==> src/rtl/ysyx_22050019_icache_rsp_pkg.sv <==
// Shared definitions for the instruction-cache response block: FSM state
// encoding, AXI response codes, line/beat widths and the fixed burst shape.
package ysyx_22050019_icache_rsp_pkg;

  typedef enum logic [2:0] {
    S_IDLE    = 3'd0,
    S_LOOKUP  = 3'd1,
    S_MISS_AR = 3'd2,
    S_MISS_R  = 3'd3,
    S_RESP    = 3'd4
  } state_e;

  localparam logic [1:0] RESP_OKAY   = 2'b00;
  localparam logic [1:0] RESP_SLVERR = 2'b10;

  localparam int LINE_W = 128;
  localparam int BEAT_W = 64;

  // A line is fetched as two 64-bit INCR beats.
  localparam logic [7:0] AR_LEN   = 8'd1;
  localparam logic [2:0] AR_SIZE  = 3'b011;
  localparam logic [1:0] AR_BURST = 2'b01;

endpackage

==> src/rtl/ysyx_22050019_icache_rsp_array.sv <==
// Direct-mapped line storage: valid bits, tags and 128-bit data.
// Reads are combinational; writes and the clear-all happen on the clock edge.
module ysyx_22050019_icache_array
  import ysyx_22050019_icache_rsp_pkg::*;
#(
  parameter int SETS  = 16,
  parameter int TAG_W = 24
) (
  input  logic                    clk,
  input  logic                    rst_n,
  input  logic                    i_clr,
  input  logic [$clog2(SETS)-1:0] i_rd_idx,
  output logic                    o_rd_valid,
  output logic [TAG_W-1:0]        o_rd_tag,
  output logic [LINE_W-1:0]       o_rd_data,
  input  logic                    i_wr_en,
  input  logic [$clog2(SETS)-1:0] i_wr_idx,
  input  logic [TAG_W-1:0]        i_wr_tag,
  input  logic [LINE_W-1:0]       i_wr_data
);

  logic [SETS-1:0]   r_valid;
  logic [TAG_W-1:0]  r_tag  [SETS];
  logic [LINE_W-1:0] r_data [SETS];

  // Valid bits: cleared by reset or a fence, set by a clean line fill.
  always_ff @(posedge clk) begin
    if (!rst_n || i_clr) begin
      r_valid <= '0;
    end else if (i_wr_en) begin
      r_valid[i_wr_idx] <= 1'b1;
    end
  end

  // Tag and data payload; meaningless until the matching valid bit is set.
  always_ff @(posedge clk) begin
    if (i_wr_en) begin
      r_tag[i_wr_idx]  <= i_wr_tag;
      r_data[i_wr_idx] <= i_wr_data;
    end
  end

  assign o_rd_valid = r_valid[i_rd_idx];
  assign o_rd_tag   = r_tag[i_rd_idx];
  assign o_rd_data  = r_data[i_rd_idx];

endmodule

==> src/rtl/ysyx_22050019_icache_rsp.sv <==
// Blocking direct-mapped instruction cache returning whole 128-bit lines.
// One request in flight: AR accepted in IDLE, looked up, refilled from a
// two-beat downstream burst on a miss, then held in RESP until taken.
// Handshakes: a transfer happens on a rising edge where valid and ready are
// both 1; a source holds valid and its payload stable until that edge.
module ysyx_22050019_icache_rsp
  import ysyx_22050019_icache_rsp_pkg::*;
#(
  parameter int SETS = 16
) (
  input  logic              clk,
  input  logic              rst_n,
  input  logic              ar_valid_i,
  output logic              ar_ready_o,
  input  logic [31:0]       ar_addr_i,
  output logic              r_valid_o,
  input  logic              r_ready_i,
  output logic [LINE_W-1:0] r_data_o,
  output logic [1:0]        r_resp_o,
  output logic              mem_ar_valid_o,
  input  logic              mem_ar_ready_i,
  output logic [31:0]       mem_ar_addr_o,
  output logic [7:0]        mem_ar_len_o,
  output logic [2:0]        mem_ar_size_o,
  output logic [1:0]        mem_ar_burst_o,
  input  logic              mem_r_valid_i,
  output logic              mem_r_ready_o,
  input  logic [BEAT_W-1:0] mem_r_data_i,
  input  logic [1:0]        mem_r_resp_i,
  input  logic              mem_r_last_i,
  input  logic              fence_i_i,
  output logic [31:0]       hit_cnt_o,
  output logic [31:0]       miss_cnt_o
);

  localparam int IDX_W = $clog2(SETS);
  localparam int TAG_W = 28 - IDX_W;

  state_e            r_state;
  state_e            w_next_state;
  logic [27:0]       r_line_addr;
  logic [LINE_W-1:0] r_line;
  logic [1:0]        r_resp;
  logic              r_err;
  logic              r_beat;
  logic              r_fence_pending;
  logic [31:0]       r_hit_cnt;
  logic [31:0]       r_miss_cnt;

  logic [IDX_W-1:0]  w_idx;
  logic [TAG_W-1:0]  w_tag;
  logic              w_rd_valid;
  logic [TAG_W-1:0]  w_rd_tag;
  logic [LINE_W-1:0] w_rd_data;
  logic              w_hit;
  logic              w_ar_hs;
  logic              w_clr;
  logic              w_beat_acc;
  logic              w_beat_err;
  logic              w_err_final;
  logic              w_fill;
  logic              w_unused_offset;

  // The byte offset within a line never matters for a whole-line fetch.
  assign w_unused_offset = ^ar_addr_i[3:0];

  assign w_idx      = r_line_addr[IDX_W-1:0];
  assign w_tag      = r_line_addr[27:IDX_W];
  assign w_hit      = w_rd_valid && (w_rd_tag == w_tag);
  assign w_ar_hs    = ar_valid_i && ar_ready_o;
  // A fence seen in IDLE, or one deferred while busy, wipes the array here.
  assign w_clr      = (r_state == S_IDLE) && (fence_i_i || r_fence_pending);
  assign w_beat_acc = (r_state == S_MISS_R) && mem_r_valid_i;
  // Beat 0 must not carry LAST, beat 1 must; any non-OKAY beat also poisons.
  assign w_beat_err = (mem_r_resp_i != RESP_OKAY) ||
                      (r_beat ? !mem_r_last_i : mem_r_last_i);
  assign w_err_final = r_err || w_beat_err;
  assign w_fill      = w_beat_acc && r_beat && !w_err_final;

  ysyx_22050019_icache_array #(
    .SETS  (SETS),
    .TAG_W (TAG_W)
  ) u_array (
    .clk        (clk),
    .rst_n      (rst_n),
    .i_clr      (w_clr),
    .i_rd_idx   (w_idx),
    .o_rd_valid (w_rd_valid),
    .o_rd_tag   (w_rd_tag),
    .o_rd_data  (w_rd_data),
    .i_wr_en    (w_fill),
    .i_wr_idx   (w_idx),
    .i_wr_tag   (w_tag),
    .i_wr_data  ({mem_r_data_i, r_line[BEAT_W-1:0]})
  );

  // State register.
  always_ff @(posedge clk) begin
    if (!rst_n) begin
      r_state <= S_IDLE;
    end else begin
      r_state <= w_next_state;
    end
  end

  // Next-state logic.
  always_comb begin
    w_next_state = r_state;
    case (r_state)
      S_IDLE:    if (w_ar_hs) w_next_state = S_LOOKUP;
      S_LOOKUP:  w_next_state = w_hit ? S_RESP : S_MISS_AR;
      S_MISS_AR: if (mem_ar_ready_i) w_next_state = S_MISS_R;
      S_MISS_R:  if (w_beat_acc && r_beat) w_next_state = S_RESP;
      S_RESP:    if (r_ready_i) w_next_state = S_IDLE;
      default:   w_next_state = S_IDLE;
    endcase
  end

  // Request address, response line, burst tracking and counters.
  always_ff @(posedge clk) begin
    if (!rst_n) begin
      r_line_addr <= '0;
      r_line      <= '0;
      r_resp      <= RESP_OKAY;
      r_err       <= 1'b0;
      r_beat      <= 1'b0;
      r_hit_cnt   <= '0;
      r_miss_cnt  <= '0;
    end else begin
      if (w_ar_hs) begin
        r_line_addr <= ar_addr_i[31:4];
      end
      if (r_state == S_LOOKUP) begin
        r_err  <= 1'b0;
        r_beat <= 1'b0;
        if (w_hit) begin
          r_line    <= w_rd_data;
          r_resp    <= RESP_OKAY;
          r_hit_cnt <= r_hit_cnt + 32'd1;
        end else begin
          r_miss_cnt <= r_miss_cnt + 32'd1;
        end
      end
      if (w_beat_acc) begin
        r_beat <= ~r_beat;
        r_err  <= w_err_final;
        if (!r_beat) begin
          r_line[BEAT_W-1:0] <= mem_r_data_i;
        end else begin
          r_line[LINE_W-1:BEAT_W] <= mem_r_data_i;
          r_resp <= w_err_final ? RESP_SLVERR : RESP_OKAY;
        end
      end
    end
  end

  // Fence arriving mid-request is remembered until the next IDLE cycle.
  always_ff @(posedge clk) begin
    if (!rst_n) begin
      r_fence_pending <= 1'b0;
    end else if (r_state == S_IDLE) begin
      r_fence_pending <= 1'b0;
    end else if (fence_i_i) begin
      r_fence_pending <= 1'b1;
    end
  end

  assign ar_ready_o     = rst_n && (r_state == S_IDLE) && !r_fence_pending && !fence_i_i;
  assign r_valid_o      = (r_state == S_RESP);
  assign r_data_o       = r_valid_o ? r_line : '0;
  assign r_resp_o       = r_valid_o ? r_resp : RESP_OKAY;
  assign mem_ar_valid_o = (r_state == S_MISS_AR);
  assign mem_ar_addr_o  = mem_ar_valid_o ? {r_line_addr, 4'h0} : 32'h0;
  assign mem_ar_len_o   = AR_LEN;
  assign mem_ar_size_o  = AR_SIZE;
  assign mem_ar_burst_o = AR_BURST;
  assign mem_r_ready_o  = (r_state == S_MISS_R);
  assign hit_cnt_o      = r_hit_cnt;
  assign miss_cnt_o     = r_miss_cnt;

endmodule

==> config.mk <==
export PLATFORM = sky130hd
export DESIGN_NAME = ysyx_22050019_icache_rsp
export DESIGN_NICKNAME = d
export VERILOG_FILES = /design/src/rtl/ysyx_22050019_icache_rsp_pkg.sv /design/src/rtl/ysyx_22050019_icache_rsp_array.sv /design/src/rtl/ysyx_22050019_icache_rsp.sv
export SDC_FILE = /design/constraint.sdc
export NUM_CORES = 2
export LEC_CHECK = 0
export ABC_CLOCK_PERIOD_IN_PS = 15200
export BUFFER_PORTS_ARGS = -buffer_cell sky130_fd_sc_hd__buf_4
export CAP_MARGIN = 0
export CELL_PAD_IN_SITES_DETAIL_PLACEMENT = 0
export CELL_PAD_IN_SITES_GLOBAL_PLACEMENT = 1
export CORE_MARGIN = 1
export CORE_UTILIZATION = 49
export DETAILED_ROUTE_END_ITERATION = 12
export PLACE_DENSITY_LB_ADDON = 0.2
export SYNTH_ARGS = -nofsm -noshare
export SYNTH_HDL_FRONTEND = slang
export SYNTH_SLANG_ARGS = --single-unit
==> constraint.sdc <==
create_clock -name clk -period 15.2 [get_ports clk]
set_input_delay 3.04 -clock clk [delete_from_list [all_inputs] [get_ports clk]]
set_output_delay 3.04 -clock clk [all_outputs]
set_load 0.01 [all_outputs]
# == After elaboration in Yosys (flattened, before gate mapping) ==
# Memory sizes are Yosys's and may differ from the RTL's. A register that Yosys moved wholly into a read port is not among the register bits.
# Index checks and enable logic that the tools add are counted.
# word_totals
regBits,244
mem_bits_rw,2432
out_inout_bits,243
elab_cells,88
memories,2
# mem_list
name,words,word_bits,read_ports,rd_ports_with_merged_regs,write_ports,line,rtl
u_array.r_data,16,128,1,1,1,ysyx_22050019_icache_rsp_array.sv:24,logic [LINE_W-1:0] r_data [SETS];
u_array.r_tag,16,24,1,1,1,ysyx_22050019_icache_rsp_array.sv:23,logic [TAG_W-1:0] r_tag [SETS];
# op_classes
n_addsub,2
order_cmp,2
n_eq_ne,9
mux,33
bitwise,4
n_reduce_logical,26
# op_table
operator,n
128-bit two-way mux,4
64-bit two-way mux,2
32-bit by 1-bit adder with 32-bit output (second input constant),2
32-bit two-way mux,1
24-bit equality test,1
4-bit two-way mux,4
16-bit bitwise OR,1
3-bit two-way mux,5
3-bit one-hot mux with 5 select lines,1
2-bit two-way mux,6
1-bit logical AND,10
1-bit two-way mux,8
3-bit by 2-bit equality test with 1-bit output (second input constant),2
2-bit by 1-bit inequality test with 1-bit output (second input constant),3
1-bit logical NOT,5
4-bit by 5-bit < comparator with 1-bit output (second input constant),1
1-bit binary-select mux with 4-bit select,1
1-bit demux with 4-bit select,1
4-bit by 1-bit greater-or-equal comparator with 1-bit output (second input constant),1
1-bit logical OR,4
2-bit AND reduction,2
4-bit AND reduction,1
2-bit nonzero test,2
3-bit by 1-bit equality test with 1-bit output (second input constant),1
5 further kinds,7

# == Logic depth before layout (Yosys ltp) ==
# depth
ltp_word,8
mapped_depth,15
depth_no_buf,9

# == Cells and area by module ==
# A second synthesis with hierarchy kept.
# unflattened
cells_unflattened,5478
hier_area_um2,103294.1
# by_module_without_submodules
module,n_inst,cells_each,area_each_um2,seq_area_each_um2
ysyx_22050019_icache_array,1,4060,92067.0,73350.3
ysyx_22050019_icache_rsp,1,1418,11227.0,4564.4

# == Worst setup path after synthesis ==
# OpenSTA, ideal clock, no wires.
# synth_path
path_type,input to register
start,in mem_r_last_i
end,"mem u_array.r_data[0][0], enable pin"
arrival_time_ps,14412
path_slack_ps,-63
stages,4
n_path_buf,0
path_cell_list,xor2_1 > or4_1 > or4_1 > nor3_1
# synth_via
elab_chain_len,8
# synth_rtl
item,line,rtl
"start, declared",ysyx_22050019_icache_rsp.sv:30,"input logic mem_r_last_i,"
1-bit logical NOT,ysyx_22050019_icache_rsp.sv:76,(r_beat ? !mem_r_last_i : mem_r_last_i);
1-bit two-way mux *,ysyx_22050019_icache_rsp.sv:76,
1-bit logical OR *,ysyx_22050019_icache_rsp.sv:75,assign w_beat_err = (mem_r_resp_i != RESP_OKAY) ||
1-bit logical OR *,ysyx_22050019_icache_rsp.sv:77,assign w_err_final = r_err || w_beat_err;
1-bit logical NOT *,ysyx_22050019_icache_rsp.sv:78,assign w_fill = w_beat_acc && r_beat && !w_err_final;
1-bit logical AND *,ysyx_22050019_icache_rsp.sv:78,
1-bit two-way mux *,ysyx_22050019_icache_rsp_array.sv:37,if (i_wr_en) begin
1-bit two-way mux (implied by the code) *,ysyx_22050019_icache_rsp_array.sv:39,r_data[i_wr_idx] <= i_wr_data;
"end, declared",ysyx_22050019_icache_rsp_array.sv:24,
# Mark *: on every way between the ends. The rest lies on a longest branch, timed or not.

# == Worst setup path after layout ==
# layout_path
start,in rst_n
end,out ar_ready_o
# layout_via
elab_chain_len,3
# layout_rtl
item,line,rtl
"start, declared",ysyx_22050019_icache_rsp.sv:12,"input logic rst_n,"
1-bit logical AND (3 in series),ysyx_22050019_icache_rsp.sv:168,assign ar_ready_o = rst_n && (r_state == S_IDLE) && !r_fence_pending && !fence_i_i;
"end, declared",ysyx_22050019_icache_rsp.sv:14,"output logic ar_ready_o,"
# No other way between the ends.

==> flow_summary.html <==
<table>
<tr><th>Metric</th><th>Value</th></tr>
<tr><th colspan="2">STA</th></tr>
<tr><td>Setup skew after layout</td><td>slightly below 0.05 ns</td></tr>
<tr><td>Post-route clock period utilization</td><td>0.460</td></tr>
<tr><td>Transition at the pin with the smallest max-transition slack</td><td>approximately 1.3 ns</td></tr>
<tr><td>Maximum operating frequency</td><td>between 100 and 150 MHz</td></tr>
<tr><td>Final setup slack of the worst path</td><td>between 8 and 9 ns</td></tr>
<tr><td>Final-report hold violation count</td><td>0</td></tr>
<tr><td>Minimum clock period after layout</td><td>7.00 ns</td></tr>
<tr><td>Final Slew Violations</td><td>0</td></tr>
<tr><td>Final setup fails</td><td>0</td></tr>
<tr><td>Unrepaired setup endpoints after global routing</td><td>no</td></tr>
<tr><td>Max transition margin</td><td>0.144</td></tr>
<tr><td>Summed negative setup slack over all endpoints</td><td>0 ns</td></tr>
<tr><th colspan="2">Setup path</th></tr>
<tr><td>Kind of start point of the critical path</td><td>primary input</td></tr>
<tr><td>Required time of the critical path</td><td>12.16 ns</td></tr>
<tr><td>RR Endpoint</td><td>r_line[121]</td></tr>
<tr><td>Count of cells along the worst register-to-register path</td><td>13</td></tr>
<tr><td>Data arrival time of the critical path</td><td>3.96 ns</td></tr>
<tr><td>Kind of critical path</td><td>primary input to output pin</td></tr>
<tr><td>Slowest stage cell on the critical path</td><td>sky130_fd_sc_hd__buf_6</td></tr>
<tr><td>Worst-path cell chain</td><td>buf_6 &gt; and3_1 &gt; buf_4</td></tr>
<tr><td>Highest net fanout along the worst path</td><td>70</td></tr>
<tr><td>Slack of the worst reg-to-reg path</td><td>between 8 and 9 ns</td></tr>
<tr><td>Stage delay of the slowest cell on the critical path</td><td>about 0.43 ns</td></tr>
<tr><td>Endpoint kind of the worst setup timing path</td><td>output pin</td></tr>
<tr><th colspan="2">CTS</th></tr>
<tr><td>Clock buffers created by TritonCTS</td><td>290</td></tr>
<tr><td>Number of resized instances in the post-cts repair step</td><td>0</td></tr>
<tr><td>Clock Tree Buf Depth</td><td>4</td></tr>
<tr><td>Setup bufs post-CTS</td><td>0</td></tr>
<tr><td>H-tree lvl count</td><td>5</td></tr>
<tr><td>Clock insertion delay at the later pin of the skew report</td><td>~0.93 ns</td></tr>
<tr><td>TritonCTS clock tree</td><td>yes</td></tr>
<tr><td>CTS Hold Bufs</td><td>0</td></tr>
<tr><td>Clock sink total</td><td>around 2700</td></tr>
<tr><td>Clock tree root buffer cell</td><td>sky130_fd_sc_hd__clkbuf_16</td></tr>
<tr><td>Clock-pin transition on the worst setup and hold timing paths</td><td>approximately 0.06 ns</td></tr>
<tr><th colspan="2">Die</th></tr>
<tr><td>Die Ht</td><td>~460 microns</td></tr>
<tr><td>Full die area</td><td>213000 sq um</td></tr>
<tr><td>Starting density of the core</td><td>0.494</td></tr>
<tr><td>Count of standard-cell rows</td><td>about 170</td></tr>
<tr><td>CORE AREA</td><td>between 200000 and 250000 sq um</td></tr>
<tr><td>Die outline width</td><td>around 460 microns</td></tr>
<tr><td>Top-level I/O count</td><td>around 350</td></tr>
<tr><th colspan="2">Yosys</th></tr>
<tr><td>Unique cell type count in the Yosys netlist</td><td>65</td></tr>
<tr><td>Post-synthesis area per instance</td><td>around 21 sq um</td></tr>
<tr><td>Largest family of logic cells by synthesized area</td><td>multiplexers</td></tr>
<tr><td>Primary FF master, synth</td><td>sky130_fd_sc_hd__edfxtp_1</td></tr>
<tr><td>XOR/XNOR share of the synthesized area</td><td>0.00169</td></tr>
<tr><td>Instance count of the mapped netlist</td><td>approximately 5000</td></tr>
<tr><td>Proportion of register bits with asynchronous set or reset after synthesis</td><td>0</td></tr>
<tr><td>Sequential-to-total area share from yosys stat</td><td>0.753</td></tr>
<tr><td>Multiplexer share of the synthesized area</td><td>0.172</td></tr>
<tr><td>Compound-gate portion of the synthesized area</td><td>0.0293</td></tr>
<tr><td>Post-synthesis adder-cell area fraction</td><td>0.000242</td></tr>
<tr><td>Post-synth EDFFs</td><td>2432</td></tr>
<tr><td>Simple logic cell fraction of the synthesized area</td><td>0.0300</td></tr>
<tr><td>Number of warnings printed during yosys synthesis</td><td>0</td></tr>
<tr><td>Synthesized area</td><td>104000 sq um</td></tr>
<tr><td>Flip-flop and latch count after synthesis</td><td>between 2000 and 3000</td></tr>
<tr><th colspan="2">Finish</th></tr>
<tr><td>Core Util, Final</td><td>0.565</td></tr>
<tr><td>Summed area of non-filler cells in the final layout</td><td>118000 sq um</td></tr>
<tr><td>Syn-to-layout area delta</td><td>14.3%</td></tr>
<tr><td>Most common cell after layout, fill and taps aside</td><td>sky130_fd_sc_hd__edfxtp_1</td></tr>
<tr><td>Net total in the final layout</td><td>approximately 5500</td></tr>
<tr><td>Number of filler instances in the final layout</td><td>between 15000 and 20000</td></tr>
<tr><td>Most frequent cells in the layout</td><td>sky130_fd_sc_hd__edfxtp_1 (2432), sky130_fd_sc_hd__mux4_2 (702), sky130_fd_sc_hd__buf_4 (431)</td></tr>
<tr><td>Share of layout cells above drive strength 1</td><td>0.278</td></tr>
<tr><th colspan="2">Route</th></tr>
<tr><td>Initial drt markers</td><td>5119</td></tr>
<tr><td>Number of remaining DRC errors</td><td>0</td></tr>
<tr><td>Total via count after detailed routing</td><td>around 52000</td></tr>
<tr><td>Per-cell routed wire length</td><td>a little over 30 microns</td></tr>
<tr><td>Post-DR vias/cell</td><td>about 6</td></tr>
<tr><td>Total Wirelength</td><td>259000 microns</td></tr>
<tr><td>Total iterations of the first detailed-routing run</td><td>5</td></tr>
<tr><td>Number of antenna-violating nets in the routed design</td><td>0</td></tr>
<tr><th colspan="2">Global routing</th></tr>
<tr><td>Maximum number of pins on one net before global-route repair</td><td>around 130</td></tr>
<tr><td>Wire length of the first global-routing pass</td><td>371000 microns</td></tr>
<tr><td>Via count of the first global-routing pass</td><td>51500</td></tr>
<tr><td>Most utilized layer in the global route result</td><td>met2</td></tr>
<tr><td>Met3 routing resource usage after global routing</td><td>0.0376</td></tr>
<tr><td>Met2 Use GR</td><td>0.389</td></tr>
<tr><td>GRT Total Usage</td><td>0.243</td></tr>
<tr><td>Number of antenna violations at the first check in global routing</td><td>17</td></tr>
<tr><td>Total congestion overflow</td><td>0</td></tr>
<tr><td>Global routing met1 resource utilization</td><td>0.356</td></tr>
<tr><th colspan="2">Placement</th></tr>
<tr><td>Post-Place Setup Slack</td><td>7.29 ns</td></tr>
<tr><td>Instance area after placement</td><td>109000 sq um</td></tr>
<tr><td>Global placement routability congestion</td><td>between 0.7 and 0.8</td></tr>
<tr><td>Total of buffers placed on input and output ports</td><td>327</td></tr>
<tr><td>Half-perimeter wire length after detailed placement</td><td>about 130000 microns</td></tr>
<tr><th colspan="2">Worst hold path</th></tr>
<tr><td>Hold Path Cell Cnt</td><td>1</td></tr>
<tr><td>Worst min-delay path endpoint</td><td>u_array.r_valid[2]</td></tr>
<tr><td>Beginning of the worst hold path</td><td>u_array.r_valid[2]</td></tr>
<tr><td>Path type of the worst min-delay path</td><td>flip-flop to flip-flop</td></tr>
<tr><th colspan="2">Status</th></tr>
<tr><td>Result of the run</td><td>complete, no violations</td></tr>
<tr><th colspan="2">Run</th></tr>
<tr><td>Max-capacitance violation count</td><td>0</td></tr>
<tr><th colspan="2">Power and ir drop</th></tr>
<tr><td>Total Power Consumption</td><td>~15 mW</td></tr>
<tr><td>Power density cells</td><td>128 nW/um^2</td></tr>
<tr><td>LEAKAGE</td><td>38.1 nW</td></tr>
<tr><td>Worst vdd ir</td><td>~100 uV</td></tr>
</table>
## layout make-up
type | instances | area, sq um | share of cell area
Timing Repair Buffer | 444 | 3490 | 0.0294
Tap cell | 2805 | 3510 | 0.0296
Antenna cell | 8 | 20.0 | 0.000169
Sequential cell | 2680 | 78000 | 0.659
Multi-Input combinational cell | 2003 | 24400 | 0.206
Clock inverter | 107 | 953 | 0.00805
Inverter | 12 | 52.6 | 0.000444
Clock buffer | 396 | 8050 | 0.0679
## worst max-delay path, delay by kind of cell
family | cells | cell delay, ns
simple gates | 1 | 0.32
buf+inv | 2 | 0.57
## metrics by stage
stage,instances,hold WS (ns)
6_report,8455,0.460
2_1_floorplan,5014,0.435
3_3_place_gp,7944,0.442
3_5_place_dp,7944,0.448
4_1_cts,8447,0.461
5_1_grt,8449,0.480
## sequential cells by signal, summed over array words and instances, names as in the netlist, named ones only
signal	cells
hit_cnt_o	32
miss_cnt_o	32
r_beat	1
r_err	1
r_fence_pending	1
r_line	128
r_line_addr	28
r_resp	2
r_state	3
u_array.r_data	2048
u_array.r_tag	384
u_array.r_valid	16
## logic make-up (layout without fill, tap and decap cells)
logic type,after synthesis,in the layout
other,2,25
buffers and inverters,331,959
xor gates and xnor gates,20,20
AOI/OAI and AO/OA,507,507
DFF,2680,2680
and+or+nand+nor,554,554
adders and majority gates,2,2
muxes,903,903
## synthesized netlist by cell type (all sizes together) (6+ instances only)
library cell	instances	area [sq um]
edfxtp	2432	73000
mux4	702	15800
dfxtp	248	4960
clkbuf	200	751
mux2i	194	1940
a21oi	174	871
and2	168	1050
o21ai	152	761
nand2	137	514
buf	119	649
nand3	41	205
nor2b	38	238
a211oi	36	270
a31oi	32	200
a211o	31	272
or4	28	210
nor2	27	101
or3	23	144
o31ai	19	143
nand2b	18	113
nand4	18	113
o21a	18	135
and3	15	93.8
xnor2	14	123
inv	12	45.0
nor3	8	40.0
mux2	7	78.8
o311ai	7	61.3
o41ai	7	61.3
nor4	6	43.8
o211ai	6	45.0
xor2	6	52.6
## metal layers
layer  share of wire  up-vias
li1                -    21600
met1            0.43    27900
met2            0.49     1880
met3           0.067      312
met4           0.016        0
met5               0        -
## power by group
| group | total, mW | internal, mW | switching, mW |
|---|---|---|---|
| Clock | 6.73 | 3.99 | 2.74 |
| Combinational | 0.436 | 0.190 | 0.246 |
| Sequential | 8.02 | 7.99 | 0.0303 |
| Total | 15.2 | 12.2 | 3.01 |
## how the worst max path moves through the flow
stage | startpoint | depth (start not counted) | slack, ns | endpoint
detailed placement | mem_r_valid_i | 7 | 7.29 | u_array.r_data[8][42]
floorplan | mem_r_last_i | 5 | 0.08 | u_array.r_data[3][0]
global route | rst_n | 3 | 8.12 | ar_ready_o
global placement | mem_r_valid_i | 7 | 7.44 | u_array.r_data[8][51]
CTS | rst_n | 3 | 8.16 | ar_ready_o
finish | rst_n | 3 | 8.20 | ar_ready_o
(Power assumes the default switching activity.)
